[config.mk]
export PLATFORM = sky130hd
export DESIGN_NAME = reg_unload
export DESIGN_NICKNAME = d
export VERILOG_FILES = /design/src/rtl/reg_unload_pkg.sv /design/src/rtl/reg_unload_fifo.sv /design/src/rtl/reg_unload.sv
export SDC_FILE = /design/constraint.sdc
export NUM_CORES = 1
export LEC_CHECK = 0
export ABC_AREA = 0
export BUFFER_PORTS_ARGS = -buffer_cell sky130_fd_sc_hd__buf_2
export CAP_MARGIN = 20
export CORE_MARGIN = 3
export CORE_UTILIZATION = 35
export CTS_BUF_LIST = sky130_fd_sc_hd__clkbuf_4
export DETAILED_ROUTE_END_ITERATION = 6
export SYNTH_ARGS = -nofsm -noshare
export SYNTH_HDL_FRONTEND = slang
export SYNTH_HIERARCHICAL = 1
export SYNTH_SLANG_ARGS = --single-unit
[constraint.sdc]
create_clock -name CLK -period 3.06 [get_ports CLK]
set_input_delay 0.153 -clock CLK [delete_from_list [all_inputs] [get_ports CLK]]
set_output_delay 0.153 -clock CLK [all_outputs]
set_load 0.01 [all_outputs]
[src/rtl/reg_unload_pkg.sv]
// Shared definitions for the register-file unload block: FSM encoding,
// default register address width and a small MSB helper for parameter math.
package reg_unload_pkg;

   // 16 registers per thread -> 4-bit register address.
   localparam int DEF_REG_ADDR_MSB = 3;

   // Command FSM.
   //   ST_IDLE  : waiting for start
   //   ST_ISSUE : issuing reads while credit allows
   //   ST_DRAIN : all reads issued, waiting for the last word to leave
   //   ST_FIN   : one-cycle done pulse
   typedef enum logic [1:0] {
      ST_IDLE  = 2'd0,
      ST_ISSUE = 2'd1,
      ST_DRAIN = 2'd2,
      ST_FIN   = 2'd3
   } state_t;

   // Index of the highest set bit of value (0 for value <= 1).
   // Used to size thread-number ports from a thread count.
   function automatic int msb_of(input int value);
      int r;
      r = 0;
      for (int i = 0; i < 31; i++) begin
         if (value[i]) r = i;
      end
      return r;
   endfunction

endpackage

[src/rtl/reg_unload_fifo.sv]
// Register-based synchronous FIFO holding {last, data} words on their way
// from the register file to the output stream. Push and pop may occur in the
// same cycle at any occupancy, including full.
module reg_unload_fifo #(
   parameter  int W     = 17,
   parameter  int DEPTH = 4,
   localparam int AW    = $clog2(DEPTH),
   localparam int CW    = AW + 1
) (
   input  logic          CLK,
   input  logic          rst_n,
   input  logic          push,
   input  logic [W-1:0]  push_dat,
   input  logic          pop,
   output logic [W-1:0]  head,
   output logic          empty,
   output logic          full,
   output logic [CW-1:0] count
);

   logic [W-1:0]  mem [DEPTH];
   logic [AW-1:0] wr_ptr;
   logic [AW-1:0] rd_ptr;
   logic          do_push;
   logic          do_pop;

   // A pop frees a slot in the same cycle, so push-while-full is legal
   // only when accompanied by a pop.
   assign do_pop  = pop & ~empty;
   assign do_push = push & (~full | do_pop);

   assign empty = (count == '0);
   assign full  = (count == CW'(DEPTH));
   assign head  = mem[rd_ptr];

   // Storage write; cleared on reset so the head reads zero when empty.
   always_ff @(posedge CLK or negedge rst_n) begin
      if (!rst_n) begin
         for (int i = 0; i < DEPTH; i++) mem[i] <= '0;
      end else if (do_push) begin
         mem[wr_ptr] <= push_dat;
      end
   end

   // Pointer and occupancy tracking; pointers wrap naturally (DEPTH is 2^n).
   always_ff @(posedge CLK or negedge rst_n) begin
      if (!rst_n) begin
         wr_ptr <= '0;
         rd_ptr <= '0;
         count  <= '0;
      end else begin
         if (do_push) wr_ptr <= wr_ptr + 1'b1;
         if (do_pop)  rd_ptr <= rd_ptr + 1'b1;
         case ({do_push, do_pop})
            2'b10:   count <= count + 1'b1;
            2'b01:   count <= count - 1'b1;
            default: count <= count;
         endcase
      end
   end

   // The issuing side's credit scheme must make an unaccompanied push into a
   // full FIFO impossible.
   a_no_overflow: assert property (@(posedge CLK) disable iff (!rst_n)
      !(push && full && !pop));

endmodule

[src/rtl/reg_unload.sv]
// Streams a contiguous, wrapping range of one thread's registers out of the
// BRAM register file. Reads go through the file's two-stage read port
// (rd_en0 = BRAM stage, rd_en1 = output-flop stage); returned words land in
// a small FIFO that feeds a valid/ready stream tagged with a last flag.
//
// Handshakes:
//   rd_req/rd_grant : a read issues in any cycle where both are 1.
//   out_valid/out_ready : a word transfers in any cycle where both are 1;
//                         out_dat/out_last hold while valid and not ready.
module reg_unload
   import reg_unload_pkg::*;
#(
   parameter int WIDTH         = 16,
   parameter int N_THREADS     = 6,
   parameter int N_THREADS_MSB = msb_of(N_THREADS - 1),
   parameter int REG_ADDR_MSB  = DEF_REG_ADDR_MSB,
   parameter int FIFO_DEPTH    = 4
) (
   input  logic                     CLK,
   input  logic                     rst_n,
   input  logic                     start,
   input  logic [N_THREADS_MSB:0]   start_thread_num,
   input  logic [REG_ADDR_MSB:0]    start_reg_first,
   input  logic [REG_ADDR_MSB:0]    start_count,
   output logic                     busy,
   output logic                     done,
   output logic                     rd_req,
   input  logic                     rd_grant,
   output logic [REG_ADDR_MSB:0]    rd_addr,
   output logic [N_THREADS_MSB:0]   rd_thread_num,
   output logic                     rd_en0,
   output logic                     rd_en1,
   input  logic [WIDTH-1:0]         reg_dout,
   output logic [WIDTH-1:0]         out_dat,
   output logic                     out_valid,
   output logic                     out_last,
   input  logic                     out_ready
);

   localparam int CW = $clog2(FIFO_DEPTH) + 1;

   state_t                   state;
   state_t                   state_nxt;

   // Latched command.
   logic [N_THREADS_MSB:0]   thr_q;
   logic [REG_ADDR_MSB:0]    addr_q;
   logic [REG_ADDR_MSB:0]    rem_q;

   // In-flight read tracking: stage 1 = rd_en1 cycle, stage 2 = data cycle.
   logic                     v1_q;
   logic                     v2_q;
   logic                     l1_q;
   logic                     l2_q;

   logic                     issue;
   logic                     issue_last;
   logic                     credit;
   logic [CW:0]              reserved;

   logic                     fifo_pop;
   logic [WIDTH:0]           fifo_head;
   logic                     fifo_empty;
   logic                     fifo_full;
   logic [CW-1:0]            fifo_count;

   // Slots already spoken for: words in the FIFO plus reads still in flight.
   // Pops in the current cycle are not counted, which keeps this conservative.
   assign reserved   = {1'b0, fifo_count} + (CW+1)'(v1_q) + (CW+1)'(v2_q);
   assign credit     = ~fifo_full & (reserved < (CW+1)'(FIFO_DEPTH));
   assign issue_last = (rem_q == '0);
   assign issue      = rd_req & rd_grant;

   assign rd_en0        = issue;
   assign rd_en1        = v1_q;
   assign rd_addr       = addr_q;
   assign rd_thread_num = thr_q;

   assign fifo_pop  = out_valid & out_ready;
   assign out_valid = ~fifo_empty;
   assign out_dat   = fifo_head[WIDTH-1:0];
   assign out_last  = ~fifo_empty & fifo_head[WIDTH];

   // FSM state register.
   always_ff @(posedge CLK or negedge rst_n) begin
      if (!rst_n) state <= ST_IDLE;
      else        state <= state_nxt;
   end

   // FSM next-state and control outputs.
   always_comb begin
      state_nxt = state;
      busy      = 1'b1;
      done      = 1'b0;
      rd_req    = 1'b0;
      case (state)
         ST_IDLE: begin
            busy = 1'b0;
            if (start) state_nxt = ST_ISSUE;
         end
         ST_ISSUE: begin
            rd_req = credit;
            if (credit && rd_grant && issue_last) state_nxt = ST_DRAIN;
         end
         ST_DRAIN: begin
            if (fifo_pop && fifo_head[WIDTH]) state_nxt = ST_FIN;
         end
         ST_FIN: begin
            done      = 1'b1;
            state_nxt = ST_IDLE;
         end
         default: state_nxt = ST_IDLE;
      endcase
   end

   // Command registers: latch on an accepted start, walk on each issue.
   // The address is REG_ADDR_MSB+1 bits wide, so the increment wraps 15 -> 0
   // inside the same thread.
   always_ff @(posedge CLK or negedge rst_n) begin
      if (!rst_n) begin
         thr_q  <= '0;
         addr_q <= '0;
         rem_q  <= '0;
      end else if (state == ST_IDLE && start) begin
         thr_q  <= start_thread_num;
         addr_q <= start_reg_first;
         rem_q  <= start_count;
      end else if (issue) begin
         addr_q <= addr_q + 1'b1;
         rem_q  <= rem_q - 1'b1;
      end
   end

   // Two-deep valid/last shift register following each issued read through
   // the file's BRAM and output-flop stages.
   always_ff @(posedge CLK or negedge rst_n) begin
      if (!rst_n) begin
         v1_q <= 1'b0;
         v2_q <= 1'b0;
         l1_q <= 1'b0;
         l2_q <= 1'b0;
      end else begin
         v1_q <= issue;
         l1_q <= issue & issue_last;
         v2_q <= v1_q;
         l2_q <= l1_q;
      end
   end

   reg_unload_fifo #(
      .W     (WIDTH + 1),
      .DEPTH (FIFO_DEPTH)
   ) u_fifo (
      .CLK      (CLK),
      .rst_n    (rst_n),
      .push     (v2_q),
      .push_dat ({l2_q, reg_dout}),
      .pop      (fifo_pop),
      .head     (fifo_head),
      .empty    (fifo_empty),
      .full     (fifo_full),
      .count    (fifo_count)
   );

endmodule

Yosys cells after proc, flatten, opt, wreduce, memory -nomap -nowiden
Cells that the tools add are included.
{"block": "word_totals", "register_bits": 92, "latchBits": 0, "mem_bits_rw": 0, "rom_bits": 0, "output_inout_bits": 30, "mem_count": 0}
{"block": "op_classes", "n_addsub": 8, "multipliers": 0, "div_mod_pow": 0, "order_cmp": 4, "n_eq_ne": 9, "shifts": 0, "mux": 18, "n_bitwise": 12, "n_reduce_logical": 11}
{"cell": "bitwise mux 68 bit", "count": 1}
{"cell": "2-to-1 mux 17 bit", "count": 3}
{"cell": "binary-select mux 17 bit (select 2 bit)", "count": 1}
{"cell": "demux 17 bit (select 2 bit)", "count": 1}
{"cell": "2-to-1 mux 4 bit", "count": 4}
{"cell": "one-hot mux 2 bit (4 select lines)", "count": 1}
{"cell": "bitwise AND 1 bit", "count": 7}
{"cell": "== test 2 bit (second input constant)", "count": 3}
{"cell": "greater-or-equal comparator 3 bit (second input constant)", "count": 2}
{"cell": "2-to-1 mux 2 bit", "count": 3}
{"cell": "!= test 2 bit (second input constant)", "count": 3}
{"cell": "NOT 2 -> 3 bit", "count": 2}
{"cell": "one-hot mux 3 bit (2 select lines)", "count": 1}
{"cell": "logical AND 1 bit", "count": 5}
{"cell": "adder 2 x 1 -> 2 bit (second input constant)", "count": 2}
{"cell": "adder 3 x 1 -> 4 bit", "count": 1}
{"cell": "adder 4 x 1 -> 4 bit", "count": 1}
{"cell": "adder 4 x 1 -> 4 bit (second input constant)", "count": 1}
{"cell": "== test 2 x 1 -> 1 bit (second input constant)", "count": 2}
{"cell": "zero test 4 bit", "count": 1}
{"cell": "less-than comparator 4 x 3 -> 1 bit (second input constant)", "count": 1}
{"cell": "nonzero test 2 bit", "count": 2}
{"cell": "subtractor 4 x 1 -> 4 bit (second input constant)", "count": 1}
{"cell": "adder 3 x 1 -> 3 bit (second input constant)", "count": 1}
{"cell": "9 further kinds", "count": 12}

Logic depth before layout (Yosys ltp)
{"block": "depth", "depth_word": 8, "ltp_mapped": 10}

By module
Netlist, hierarchy kept.
{"mod": "reg_unload_fifo", "n_inst": 1, "cells_per_inst": 202, "area_per_inst_um2": 3360.7, "seq_area_each_um2": 1876.8}
{"mod": "reg_unload", "n_inst": 1, "cells_per_inst": 94, "area_per_inst_um2": 930.9, "seq_area_each_um2": 425.4}

Least setup slack after synthesis
Ideal clock, no wire load.
{"block": "synth_path", "path_kind": "register -> register", "startpoint": "register u_fifo.count[1]", "endpoint": "register u_fifo.count[2]", "setup_time_ns": 0.079, "t_arrival_ns": 2.443, "required_ns": 2.981, "setup_slack_ns": 0.538, "path_stages_with_launch": 11, "path_buffers": 0, "period_less_slack_ns": 2.522, "cell_sequence": "dfrtp_1 > nor3_1 > nor2b_1 > nor4b_4 > nand2b_1 > ha_1 > inv_1 > fa_1 > xor2_1 > nor2_1 > xor2_1"}
{"block": "synth_between", "elab_chain_len": 8, "elab_cells_between_ends": 14, "classes_between": "2 x add/sub; 3 x eq/ne; 1 x mux; 6 x bitwise; 2 x reduce/logical"}
{"item": "start, declared", "line_no": "reg_unload_fifo.sv:18", "source": "output logic [CW-1:0] count"}
{"item": "start signal, assigned", "line_no": "reg_unload_fifo.sv:55", "source": "2'b10: count <= count + 1'b1;"}
{"item": "start signal, assigned", "line_no": "reg_unload_fifo.sv:56", "source": "2'b01: count <= count - 1'b1;"}
{"item": "start signal, assigned", "line_no": "reg_unload_fifo.sv:57", "source": "default: count <= count;"}
{"item": "zero test 3 bit (*)", "line_no": "reg_unload_fifo.sv:32", "source": "assign empty = (count == '0);"}
{"item": "net fifo_empty", "line_no": "reg_unload.sv:63", "source": "logic fifo_empty;"}
{"item": "NOT 1 bit (*)", "line_no": "reg_unload.sv:80", "source": "assign out_valid = ~fifo_empty;"}
{"item": "bitwise AND 1 bit (*)", "line_no": "reg_unload.sv:79", "source": "assign fifo_pop = out_valid & out_ready;"}
{"item": "net fifo_pop", "line_no": "reg_unload.sv:61", "source": "logic fifo_pop;"}
{"item": "bitwise AND 1 bit (*)", "line_no": "reg_unload_fifo.sv:29", "source": "assign do_pop = pop & ~empty;"}
{"item": "bitwise OR 1 bit", "line_no": "reg_unload_fifo.sv:30", "source": "assign do_push = push & (~full | do_pop);"}
{"item": "bitwise AND 1 bit", "line_no": "reg_unload_fifo.sv:30"}
{"item": "== test 2 x 1 -> 1 bit or == test 2 bit (tied branches)", "line_no": "reg_unload_fifo.sv:54", "source": "case ({do_push, do_pop})"}
{"item": "one-hot mux 3 bit (2 select lines) or nonzero test 2 bit (tied branches)"}
The timed path passes the listed nets; every way through them passes the cells marked *.
A chain may end at the register's enable or synchronous reset.

Worst setup path in the final report
Same ends and word-level chain as after synthesis.

==> impl.org <==
** Status
- Result of the run :: completed

** Power
- Net switching power :: 1770 uW
- Leak :: 0.00229 uW
- IR analysis of the VDD net gives a maximum drop of 0.000391 V.
- Combinational cells account for 43.7% of the total power.
- Clk pwr share :: 13.1%
- The internal power of the cells totals 3200 uW.
- Dividing total power by cell area gives a power density of 960 nW/um^2.
- Switching share of total power :: 35.6%
- Share of power burned in registers :: 43.2%

** Cells and area
- For this run, the share of the core covered by cells in the final layout is 44.2%.
- The number of antenna diodes in the final layout is 0.
- In the final design database the tool counted 438 nets.
- Relative to the synthesized area, the layout overhead comes to 20.7%.
- Cells with a size suffix above 1 make up 44.6% of the layout.
- Filler cell count :: 1120

** Hold path
- Min-Delay Path Class :: input port to flip-flop

** CTS
- Clock sink total :: 92
- Number of buffers inserted by post-CTS setup repair :: 0
- The tree is rooted in a sky130_fd_sc_hd__clkbuf_4.
- CTS H-tree depth :: 3
- The clock reaches the later pin of the worst-skew pair after 0.47 ns.
- Clock transition at the registers of the reported paths :: 0.16 ns
- Clock buffers created by TritonCTS :: 9
- CTS Buffer Depth :: 2
- CTS tree :: done

** Synth
- Of the synthesized area, sequential elements account for 53.6%.
- Number of flip-flops and latches in the synthesized netlist :: 92
- Synthesis produced 296 cells.
- Among all flip-flop cells after synthesis, the most frequent one is sky130_fd_sc_hd__dfrtp_1.
- Count of synthesis-stage warnings from yosys :: 6
- Synth cell types :: 36
- Synthesized area :: 4290 um^2
- Mapped Nets :: 342
- Async S/R FF share, synth :: 100%
- Post-synth EDFFs :: 0
- Mean instance size in the synthesized netlist :: 14.5 um^2

** Setup path
- By instance count, the cell type seen most on the critical path is sky130_fd_sc_hd__xor2_1.
- Worst stage delay on the critical path :: 0.53 ns
- The slowest stage of the critical path is the sky130_fd_sc_hd__dfrtp_1 cell.
- Data on the critical path arrives at its endpoint at 3.12 ns.
- Walking the worst path, the cells encountered are nor3_2, nor2b_1, nor4b_4, nand2b_1, ha_1, inv_1, fa_1, xor2_1, nor2_1, xor2_1.
- At the worst endpoint, the required time is 3.45 ns.
- STA classifies the critical path endpoint as a flip-flop.
- Type of the setup path with the least slack :: flip-flop to flip-flop
- Worst setup SP type :: flip-flop
- Of all nets on the critical path, the largest fanout is 9.

** Floorplan
- Total die area :: 13600 um^2
- Initial core utilization :: 36.6%
- The die is 117 um wide.
- The core region is 11700 um^2.
- I/O Pins :: 62
- Height of the chip :: 117 um
- After floorplanning, the core was divided into 39 placement rows.

** Detailed routing
- Antenna violation net count after detailed routing :: 0
- After detailed routing, the average wire length per cell comes to 16.3 um.
- Overall routed net length :: 8.79 mm
- First-pass DRT Iterations :: 4
- In this run, the number of DRC markers left after iteration 0 of detailed routing was 83.
- After detailed routing, the number of remaining DRC violations is 0.
- Using the TritonRoute via totals, the vias-per-cell ratio works out to 5.03.
- Summing over every cut layer, the via total after detailed routing is 2715.

** STA
- The final hold violation count is 0.
- The worst pin sits at a relative slew slack of 28.7%.
- Hold is met by 0.0557 ns.
- Unrepaired setup endpoints after global routing :: no
- Static timing analysis puts the maximum clock frequency at 366 MHz.
- Across the routed clock network, the largest skew measured is 0.0215 ns.
- Number of max-slew violations in the final report :: 0
- Total setup violations reported at the end of the flow :: 0
- Pin slew with the least headroom to its limit :: 1.07 ns
- Final sum of negative setup slack :: 0 ns
- Share of the clock period used by the worst path after layout :: 89.2%
- The routed design could run at a clock period as short as 2.73 ns.

** GRT
- Remaining Overflow, GRT :: 0
- Via count of the first global-routing pass :: 2946
- In the global route stage, met3 resource usage came out at 3.99%.
- Grt met2 use :: 23.2%
- Maximum number of pins on one net before global-route repair :: 41
- The first global-routing pass estimated 14.7 mm of wire.
- Layer carrying the most global-route usage :: met2
- Total routing resource utilization after global routing :: 14.2%
- The initial antenna violation count came to 0.
- Routing usage on met1 :: 18.3%

** Run
- Max Cap Violations :: 0

** Place
- Detailed placement ended at an HPWL of 5.76 mm.
- Routability-driven placement finished with a final weighted congestion of 0.743.
- Input and output buffers added on the ports amount to 61.
worst max-delay path, delay by kind of cell (launching register included):
family,cells,cell delay (ns)
xor gates and xnor gates,2,0.30
and+or+nand+nor,5,1.18
buffers and inverters,1,0.06
adders and majority gates,2,0.59
DFF,1,0.53
logic make-up (layout without fill, tap and decap cells):
kind of cell	after synthesis	after routing	share of synthesized area (%)
mux	91	91	28.3
compound gates	18	18	3.12
simple gates	46	46	5.66
xor+xnor	10	10	2.04
fa+ha+maj	14	14	4.26
buf+inv	25	126	2.94
flops	92	92	53.6
state kept, by name (all words and copies together) (netlist names):
name / count
v2_q: 1
rd_en1: 1
u_fifo/count: 3
state: 2
l2_q: 1
u_fifo/mem: 68
u_fifo/rd_ptr: 2
l1_q: 1
rd_thread_num: 3
rem_q: 4
rd_addr: 4
u_fifo/wr_ptr: 2
power groups by stage:
stage	clock network (uW)	logic (uW)	registers, uW
after floorplan	0	1590	2080
after global placement	0	2120	2140
after detailed placement	0	2170	2180
after CTS	689	2210	2150
after global routing	742	2420	2230
final	650	2170	2150
cell type report:
class / count / area (um^2) / area share (%)
clock buffers: 9 / 67.6 / 1.30
well taps: 143 / 179 / 3.45
clock inverters: 7 / 67.6 / 1.30
inverters: 15 / 56.3 / 1.09
multi-input cells: 179 / 1870 / 36.1
repair buffers: 95 / 639 / 12.3
flip-flops and latches: 92 / 2300 / 44.4
synthesized netlist by cell type (2+ instances only):
cell	number	area share, %
sky130_fd_sc_hd__dfrtp_1	92	54
sky130_fd_sc_hd__nor2b_1	2	0.29
sky130_fd_sc_hd__inv_1	15	1.3
sky130_fd_sc_hd__mux4_2	17	8.9
sky130_fd_sc_hd__xnor2_1	7	1.4
sky130_fd_sc_hd__o21ai_0	6	0.70
sky130_fd_sc_hd__and3_1	2	0.29
sky130_fd_sc_hd__nor2_1	5	0.44
sky130_fd_sc_hd__a2111o_1	2	0.52
sky130_fd_sc_hd__a211oi_1	2	0.35
sky130_fd_sc_hd__xor2_1	3	0.61
sky130_fd_sc_hd__nor3_1	2	0.23
sky130_fd_sc_hd__nand2_1	23	2.0
sky130_fd_sc_hd__nand4bb_1	2	0.52
sky130_fd_sc_hd__mux2_2	70	18
sky130_fd_sc_hd__a211o_1	2	0.41
sky130_fd_sc_hd__nor2_2	4	0.58
sky130_fd_sc_hd__and2_1	2	0.29
sky130_fd_sc_hd__clkbuf_1	3	0.26
sky130_fd_sc_hd__buf_2	2	0.23
sky130_fd_sc_hd__buf_6	4	1.0
sky130_fd_sc_hd__ha_1	13	3.8
sky130_fd_sc_hd__mux2i_1	3	0.70
per-stage QoR:
stage                     instances  instance area [um^2]  power (uW)  setup WS, ns
final                           540                  5180        4970         0.330
after global routing            540                  5180        5390         0.133
after CTS                       539                  5160        5040         0.215
after detailed placement        494                  4740        4350         0.243
after global placement          494                  4740        4260         0.434
after floorplan                 296                  4290        3670         0.538
final timing paths:
check | slack [ns] | startpoint | cells after the start | end
max | 0.33 | u_fifo/count[1] | 10 | u_fifo/count[2]
min | 0.06 | start | 4 | rd_thread_num[1]
max reg2reg | 0.33 | u_fifo/count[1] | 10 | u_fifo/count[2]
min reg2reg | 0.37 | l1_q | 0 | l2_q
max in group asynchronous | 2.09 | rst_n | 3 | u_fifo/mem[11]
min in group asynchronous | 0.16 | rst_n | 2 | u_fifo/mem[15]
placed cells by master, fill, tap and decap left out, types with 5 or more instances in the layout:
cell type                       synthesis  layout
sky130_fd_sc_hd__mux2_2                70      70
sky130_fd_sc_hd__ha_1                  13      13
sky130_fd_sc_hd__clkbuf_4               0       9
sky130_fd_sc_hd__mux4_2                17      17
sky130_fd_sc_hd__nand2_1               23      23
sky130_fd_sc_hd__buf_4                  0       5
sky130_fd_sc_hd__dfrtp_1               92      92
sky130_fd_sc_hd__dlygate4sd3_1          0      29
sky130_fd_sc_hd__o21ai_0                6       6
sky130_fd_sc_hd__nor2_1                 5       5
sky130_fd_sc_hd__xnor2_1                7       7
sky130_fd_sc_hd__buf_2                  2      60
sky130_fd_sc_hd__inv_1                 15      15
what timing repair did:
item / CTS / global route
hold buffers: 29 / 0
endpoints found under the setup margin: 0 / 1
gates resized for setup: 0 / 1
hold endpoints to repair: 114 / 0
per-layer routing:
metal / part of all wire (%) / wire (um) / vias up
li1: - / - / 1254
met1: 46 / 4010 / 1409
met2: 50 / 4350 / 43
met3: 3.6 / 314 / 9
met4: 1.3 / 112 / 0
met5: 0 / 0 / -
Note: power is estimated with default switching activity, not from simulation.
